`config.mk`:
```
export PLATFORM = sky130hd
export DESIGN_NAME = sqrt_arbiter
export DESIGN_NICKNAME = d
export VERILOG_FILES = /design/src/rtl/sqrt_arbiter.sv
export SDC_FILE = /design/constraint.sdc
export NUM_CORES = 1
export LEC_CHECK = 0
export ABC_AREA = 0
export BUFFER_PORTS_ARGS = -buffer_cell sky130_fd_sc_hd__buf_2
export CAP_MARGIN = 10
export CORE_MARGIN = 1.5
export CORE_UTILIZATION = 41
export CTS_CLUSTER_SIZE = 25
export DETAILED_ROUTE_END_ITERATION = 10
export GPL_ROUTABILITY_DRIVEN = 0
export HOLD_SLACK_MARGIN = 0.05
export PLACE_DENSITY_LB_ADDON = 0.15
export SLEW_MARGIN = 20
export SYNTH_ARGS = -nofsm -noshare
export SYNTH_HDL_FRONTEND = slang
export SYNTH_SLANG_ARGS = --single-unit
```
`constraint.sdc`:
```
create_clock -name clk -period 3.2 [get_ports clk]
set_clock_uncertainty 0.15 [all_clocks]
set_input_delay 0.8 -clock clk [delete_from_list [all_inputs] [get_ports clk]]
set_output_delay 0.8 -clock clk [all_outputs]
set_load 0.02 [all_outputs]
```
`src/rtl/sqrt_arbiter.sv`:
```
// Round-robin arbiter and sequencer that shares one iterative sqrt unit among NREQ clients.
// One operation is in flight at a time; negative operands are answered without using the unit.
module sqrt_arbiter #(
    parameter int NREQ = 4,
    parameter int IL   = 8,
    parameter int FL   = 12
) (
    input  logic                      clk,
    input  logic                      reset,
    input  logic [NREQ-1:0]           req_valid,
    input  logic [NREQ*(IL+FL)-1:0]   req_data,
    output logic [NREQ-1:0]           req_ready,
    output logic [NREQ-1:0]           rsp_valid,
    input  logic [NREQ-1:0]           rsp_ready,
    output logic [IL+FL-1:0]          rsp_data,
    output logic                      rsp_err,
    output logic [2:0]                grant_id,
    output logic                      busy,
    output logic [IL+FL-1:0]          sq_in,
    output logic                      sq_input_ready,
    output logic                      sq_output_taken,
    input  logic [IL+FL-1:0]          sq_out,
    input  logic [1:0]                sq_state
);
    localparam int W  = IL + FL;
    localparam int HW = W / 2;

    typedef enum logic [2:0] {
        S_IDLE  = 3'd0,
        S_ISSUE = 3'd1,
        S_WAIT  = 3'd2,
        S_TAKE  = 3'd3,
        S_RESP  = 3'd4
    } state_t;

    state_t          state_reg, state_next;
    logic [2:0]      rr_ptr_reg;
    logic [2:0]      grant_id_reg;
    logic [W-1:0]    rsp_data_reg;
    logic            rsp_err_reg;
    logic [W-1:0]    sq_in_reg;

    logic            grant_found;
    logic [2:0]      grant_idx;
    logic [2:0]      rr_next;
    logic [W-1:0]    op_sel;
    logic            op_neg;
    logic            rsp_taken;
    logic            unused_sq_hi;

    // The request vector is doubled so a search starting at rr_ptr wraps naturally;
    // the first set bit at or above rr_ptr is always within NREQ positions of it.
    logic [2*NREQ-1:0] req_dbl;
    logic [3:0]        pick_j [2*NREQ+1];

    assign req_dbl            = {req_valid, req_valid};
    assign pick_j[2*NREQ]     = 4'd0;
    assign grant_found        = |req_valid;

    generate
        for (genvar gi = 0; gi < 2*NREQ; gi++) begin : g_pick
            assign pick_j[gi] = (req_dbl[gi] && (4'(gi) >= {1'b0, rr_ptr_reg})) ? 4'(gi) : pick_j[gi+1];
        end
    endgenerate

    assign grant_idx = (pick_j[0] >= 4'(NREQ)) ? 3'(pick_j[0] - 4'(NREQ)) : pick_j[0][2:0];
    assign rr_next   = (grant_idx == 3'(NREQ-1)) ? 3'd0 : grant_idx + 3'd1;

    // One-hot operand mux keyed on the winning index.
    logic [W-1:0] op_chain [NREQ+1];
    assign op_chain[0] = '0;
    generate
        for (genvar gi = 0; gi < NREQ; gi++) begin : g_opmux
            assign op_chain[gi+1] = op_chain[gi] | ({W{grant_idx == 3'(gi)}} & req_data[gi*W +: W]);
        end
    endgenerate
    assign op_sel = op_chain[NREQ];
    assign op_neg = op_sel[W-1];

    assign rsp_taken    = |(rsp_valid & rsp_ready);
    assign unused_sq_hi = ^sq_out[W-1:HW];

    always_ff @(posedge clk) begin
        if (reset) begin
            state_reg <= S_IDLE;
        end else begin
            state_reg <= state_next;
        end
    end

    always_comb begin
        state_next = state_reg;
        case (state_reg)
            S_IDLE:  if (grant_found) state_next = op_neg ? S_RESP : S_ISSUE;
            S_ISSUE: if (sq_state == 2'b00) state_next = S_WAIT;
            S_WAIT:  if (sq_state == 2'b10) state_next = S_TAKE;
            S_TAKE:  state_next = S_RESP;
            S_RESP:  if (rsp_taken) state_next = S_IDLE;
            default: state_next = S_IDLE;
        endcase
    end

    always_comb begin
        req_ready       = '0;
        rsp_valid       = '0;
        sq_input_ready  = 1'b0;
        sq_output_taken = 1'b0;
        busy            = (state_reg != S_IDLE);
        case (state_reg)
            S_IDLE:  if (grant_found && !reset) req_ready = NREQ'(1) << grant_idx;
            S_ISSUE: sq_input_ready = (sq_state == 2'b00);
            S_TAKE:  sq_output_taken = 1'b1;
            S_RESP:  rsp_valid = NREQ'(1) << grant_id_reg;
            default: ;
        endcase
    end

    // Operand, grant and response registers; sq_in only changes at a grant, so it is
    // stable for the whole ISSUE/WAIT window.
    always_ff @(posedge clk) begin
        if (reset) begin
            rr_ptr_reg   <= 3'd0;
            grant_id_reg <= 3'd0;
            rsp_data_reg <= '0;
            rsp_err_reg  <= 1'b0;
            sq_in_reg    <= '0;
        end else begin
            if (state_reg == S_IDLE && grant_found) begin
                grant_id_reg <= grant_idx;
                rr_ptr_reg   <= rr_next;
                if (op_neg) begin
                    rsp_data_reg <= '0;
                    rsp_err_reg  <= 1'b1;
                end else begin
                    sq_in_reg    <= op_sel;
                    rsp_err_reg  <= 1'b0;
                end
            end
            if (state_reg == S_TAKE) begin
                rsp_data_reg <= {{(W-HW){1'b0}}, sq_out[HW-1:0]};
            end
        end
    end

    assign rsp_data = rsp_data_reg;
    assign rsp_err  = rsp_err_reg;
    assign grant_id = grant_id_reg;
    assign sq_in    = sq_in_reg;

endmodule

```
* Word level (Yosys, flattened, before mapping)
Cells that the tools add are included.
** Cells by class
- Add/sub/neg operators :: 2
- $lt $le $gt $ge :: 8
- Equality and inequality tests :: 12
- Shift-type cells :: 2
- Mux-type cells :: 25
- Bitwise operators :: 9
- Reductions and logical operators :: 21
** Operators by type and width (number)
- $and A20 B20 Y20 :: 4
- $or A20 B20 Y20 :: 3
- $mux W4 :: 10
- $mux W10 :: 3
- $mux W3 :: 8
- $pmux W3 S5 :: 1
- $eq A3 B2 Y1 const B :: 4
- $ge A3 B3 Y1 const A :: 3
- $logic_and A1 B1 Y1 :: 9
- $ne A2 B2 Y1 const B :: 4
- $reduce_or A4 Y1 :: 2
- $shl A1 B3 Y4 const A :: 2
- $eq A3 B1 Y1 const B :: 2
- $ge A1 B3 Y1 const A :: 2
- $ge A2 B3 Y1 const A :: 2
- $logic_not A3 Y1 :: 2
- $and A4 B4 Y4 :: 1
- $ge A4 B3 Y1 const B :: 1
- $reduce_and A2 Y1 :: 2
- $reduce_and A4 Y1 :: 1
- $reduce_bool A2 Y1 :: 2
- $add A3 B1 Y3 const B :: 1
- $eq A3 B3 Y1 const B :: 1
- $mux W1 :: 3
- other kinds (6) :: 6
** Storage, ports and cells
- Bits in registers :: 39
- Input bits :: 112
- Output and inout bits :: 55
- Word-level logic and storage cells :: 85

* Logic depth before layout (Yosys ltp)
- Word-level depth :: 19
- Gate-level depth with buffers :: 12
- Gate-level depth less buffers :: 11

* Worst setup path after synthesis
OpenSTA, ideal clock, no wires.
- Path kind :: input to output
- From :: input req_valid[0]
- To :: output req_ready[3]
- Arrival time :: 2.184 ns
- Required time :: 2.250 ns
- Path slack :: 0.066 ns
- Cell stages on the path :: 6
- Path buffers :: 1
- Cell sequence :: o311ai_0 > a21oi_1 > a21oi_1 > ha_1 > clkbuf_1 > and2_1
** Between the ends
- Longest elaborated chain between the ends :: 11
- Elaborated cells on any way between the ends :: 15
- Classes of those cells :: add/sub: 1; order compare: 1; shift: 1; mux: 8; reduce/logical: 4
** Ends and longest elaborated chain
- start: declaration :: RTL line 10 : input logic [NREQ-1:0] req_valid,
- $logic_and A1 B1 Y1 :: RTL line 62 : assign pick_j[gi] = (req_dbl[gi] && (4'(gi) >= {1'b0, rr_ptr_reg})) ? 4'(gi) : pick_j[gi+1];
- $mux W4 (4 in series) :: RTL line 62
- $mux W4 * :: RTL line 62
- $ge A4 B3 Y1 / $sub A3 B3 Y3 (equally long branches) :: RTL line 66 : assign grant_idx = (pick_j[0] >= 4'(NREQ)) ? 3'(pick_j[0] - 4'(NREQ)) : pick_j[0][2:0];
- $mux W3 * :: RTL line 66
- via grant_idx[1] :: RTL line 44 : logic [2:0] grant_idx;
- $shl A1 B3 Y4 * :: RTL line 110 : S_IDLE: if (grant_found && !reset) req_ready = NREQ'(1) << grant_idx;
- $mux W4 * :: RTL line 110
- $mux W4 * :: RTL line 109 : case (state_reg)
- end: declaration :: RTL line 12 : output logic [NREQ-1:0] req_ready,
Mark *: on every way through the listed nets, which the timed path passes. The rest lies on a longest branch.

* Final worst setup path
- From :: input req_valid[0]
- To :: output req_ready[2]
** Between the ends
- Longest elaborated chain between the ends :: 11
- Elaborated cells on any way between the ends :: 15
- Classes of those cells :: add/sub: 1; order compare: 1; shift: 1; mux: 8; reduce/logical: 4
** Ends and longest elaborated chain (RTL line)
- $logic_and A1 B1 Y1 :: 62
- $mux W4 (5 in series) :: 62
- $ge A4 B3 Y1 / $sub A3 B3 Y3 (equally long branches) :: 66
- $mux W3 :: 66
- $shl A1 B3 Y4 :: 110
- $mux W4 * :: 110
- $mux W4 * :: 109
Every way passes the cells marked *; elsewhere a longest branch is shown, timed or not.

==> impl_metrics.py <==
metrics = {
    "yosys": {
        "yosysMostFrequentCell": "a22oi_1",
        "synthDistinctLibCells": 46,
        "synth-edff-count": 0,
        "async_reset_ff_frac": 0,
        "syn_inst": 263,
        "yosysSeqAreaShare": 0.327,
        "ys_seq_elements": 39,
        "yosysTopAreaCell": "dfxtp_1",
        "synth_ff_type": "dfxtp_1",
        "netlist.area_leader.share": 0.327,
        "synth_common_cells": "a22oi_1 (41), dfxtp_1 (39), a21oi_1 (19), a311oi_2 (19), nor2_2 (19)",
        "synth_area_leaders": "dfxtp_1 (33%), a22oi_1 (13%), a311oi_2 (12%)",
        "ys_warn_count": 0,
        "avgSynthCellArea_um2": 9.07,
        "synth_area_um2": 2380,
    },
    "finish": {
        "largest_reg_flops": 19,
        "fin_area_um2": 3440,
        "drive_above_1_share": 0.556,
        "nFillCells": 541,
        "diodes": 0,
        "nets": 534,
        "synthToLayoutAreaGrowth_pct": 44.1,
        "utilization": 0.616,
    },
    "job": {
        "max-cap-violations": 0,
    },
    "global_routing": {
        "grt_usage": 0.214,
        "grt_pass1_vias": 2283,
        "antenna_found_initial": 0,
        "grt_max_degree": 40,
        "grt.overflow.total": 0,
        "grt_pass1_wl_mm": 10.6,
    },
    "critical_path": {
        "cp_max_fo": 4,
        "path_cells": "buf_2 -> inv_1 -> o22ai_2 -> o22ai_1 -> a21oi_2 -> buf_6 -> ha_4 -> and2_1 -> buf_6",
        "crit_top_cell": "buf_6",
        "worstSetupPathType": "input port to output port",
        "cp-start-kind": "input port",
        "cp.arrival_ns": 2.14,
        "required_ns": 2.25,
        "cp-end-kind": "output port",
        "cp_slowest_stage_delay_ns": 0.28,
        "slowest_stage": "o22ai_1",
    },
    "detailed_routing": {
        "routed_wl_mm": 7.13,
        "vias": 2562,
        "drtPass1Iterations": 4,
        "wire_per_inst_um": 14.5,
        "drt_iter0_drc": 87,
        "antenna_left": 0,
        "vias_per_cell": 5.22,
        "drc": 0,
    },
    "pwr": {
        "power_density_nw_per_um2": 988,
        "leakagePower_nw": 1.55,
        "totalPowerFinal_mw": 3.40,
        "ir_drop_mv": 0.426,
    },
    "floorplan": {
        "fp-row-count": 27,
        "dieArea_um2": 6280,
        "die_x_um": 79.3,
        "ioPinCount": 167,
        "fp.dieH_um": 79.3,
        "core_area_um2": 5570,
        "initial_core_util": 0.428,
    },
    "cts": {
        "cts_buffers": 5,
        "clockBufferDepth": 2,
        "cts_tree": "built",
        "clk_latency_ns": 0.29,
        "cts_root_buf": "clkbuf_8",
        "htreeDepth": 2,
        "cts_hold_buf": 0,
        "clkSinkCount": 39,
        "path_clk_slew_ns": 0.08,
    },
    "outcome": {
        "outcome": "finished clean",
    },
    "sta": {
        "relSlewSlack": 0.635,
        "fin_crit_ns": 3.09,
        "setup_viol_count_final": 0,
        "final.period_utilization": 0.965,
        "drv_slew": 0,
        "hold_viol_final": 0,
        "tightest_slew_ns": 0.547,
        "fmax_mhz": 324,
    },
    "hold_path": {
        "hp-class": "flip-flop to flip-flop",
    },
    "placed_design": {
        "dp_hpwl_mm": 5.28,
        "port_buffers": 145,
        "placed_area_um2": 3230,
    },
}
==> cell families (layout without fill, tap and decap cells) <==
logic type / after synthesis / in the layout / synth area share
flops: 39 / 39 / 0.327
mux: 4 / 4 / 0.0178
other cells: 1 / 11 / 0.00157
buf+inv: 37 / 183 / 0.0992
fa+ha+maj: 4 / 4 / 0.0210
compound gates: 105 / 105 / 0.359
simple gates: 73 / 73 / 0.174
==> worst paths after layout <==
kind	start	to	slack, ns	depth (start not counted)
worst max-delay path	req_valid[0]	req_ready[2]	0.11	9
worst min-delay path	rsp_data[7]$_SDFFE_PP0P_	rsp_data[7]$_SDFFE_PP0P_	0.33	2
worst max register to register	rr_ptr_reg[1]$_SDFFE_PP0P_	sq_in[15]$_SDFFE_PP0P_	0.58	11
worst min register to register	rsp_data[7]$_SDFFE_PP0P_	rsp_data[7]$_SDFFE_PP0P_	0.33	2
==> stage by stage <==
stage          TNS, ns  hold slack, ns  instances  setup WS [ns]
2_1_floorplan        0           0.329        273         0.0658
3_3_place_gp   -0.0578           0.310        482        -0.0341
3_5_place_dp    -0.363           0.317        482        -0.0685
4_1_cts              0           0.331        490        0.00334
5_1_grt        -0.0133           0.361        491       -0.00679
6_report             0           0.331        491          0.113
==> routing by layer <==
layer / up-vias / wire (um) / GRT usage
met2: 98 / 3490 / 0.362
met3: 5 / 417 / 0.0494
met5: - / 0 / 0
met4: 0 / 58 / 0.0579
li1: 1276 / - / -
met1: 1183 / 3170 / 0.273
==> worst max-delay path, delay by kind of cell <==
kind                     cells  cell delay, ns
AND/OR/NAND/NOR              1            0.14
AO/OA/AOI/OAI                3            0.50
buffers and inverters        4            0.53
adder cells (fa/ha/maj)      1            0.17
==> where the power goes <==
part           switching, mW  total (mW)  internal, mW
Clock                  0.176       0.428         0.252
Sequential             0.140       0.800         0.659
Combinational           1.23        2.17         0.941
==> area by class of cell <==
type,count,area [um^2],share of cell area
Timing Repair Buffer,170,957,0.279
Clock inverter,2,35.0,0.0102
Clock buffer,6,82.6,0.0240
Sequential cell,39,781,0.227
Inverter,5,18.8,0.00546
Tap cell,72,90.1,0.0262
Multi-Input combinational cell,197,1470,0.428
==> timing repair <==
action                     4_1_cts  5_1_grt
setup endpoints to repair        4        4
resized for setup                1       20
buffers inserted                 0        1
pin swaps                        0        3
==> layout by cell type, fill, tap and decap left out, drive strengths merged, types with 2 or more instances in the layout <==
master	n
nor3	6
inv	5
nand2b	2
o21bai	2
nor4	2
mux2i	2
nor2	29
clkbuf	6
nand2	18
and3b	2
a22oi	41
and2	4
o211ai	2
a311oi	19
o22ai	2
buf	170
ha	4
a21oi	19
nor3b	2
mux2	2
dfxtp	39
a211oi	2
o21ai	11
and3	2
conb	11
No activity file was read; power rests on OpenSTA's default activity.
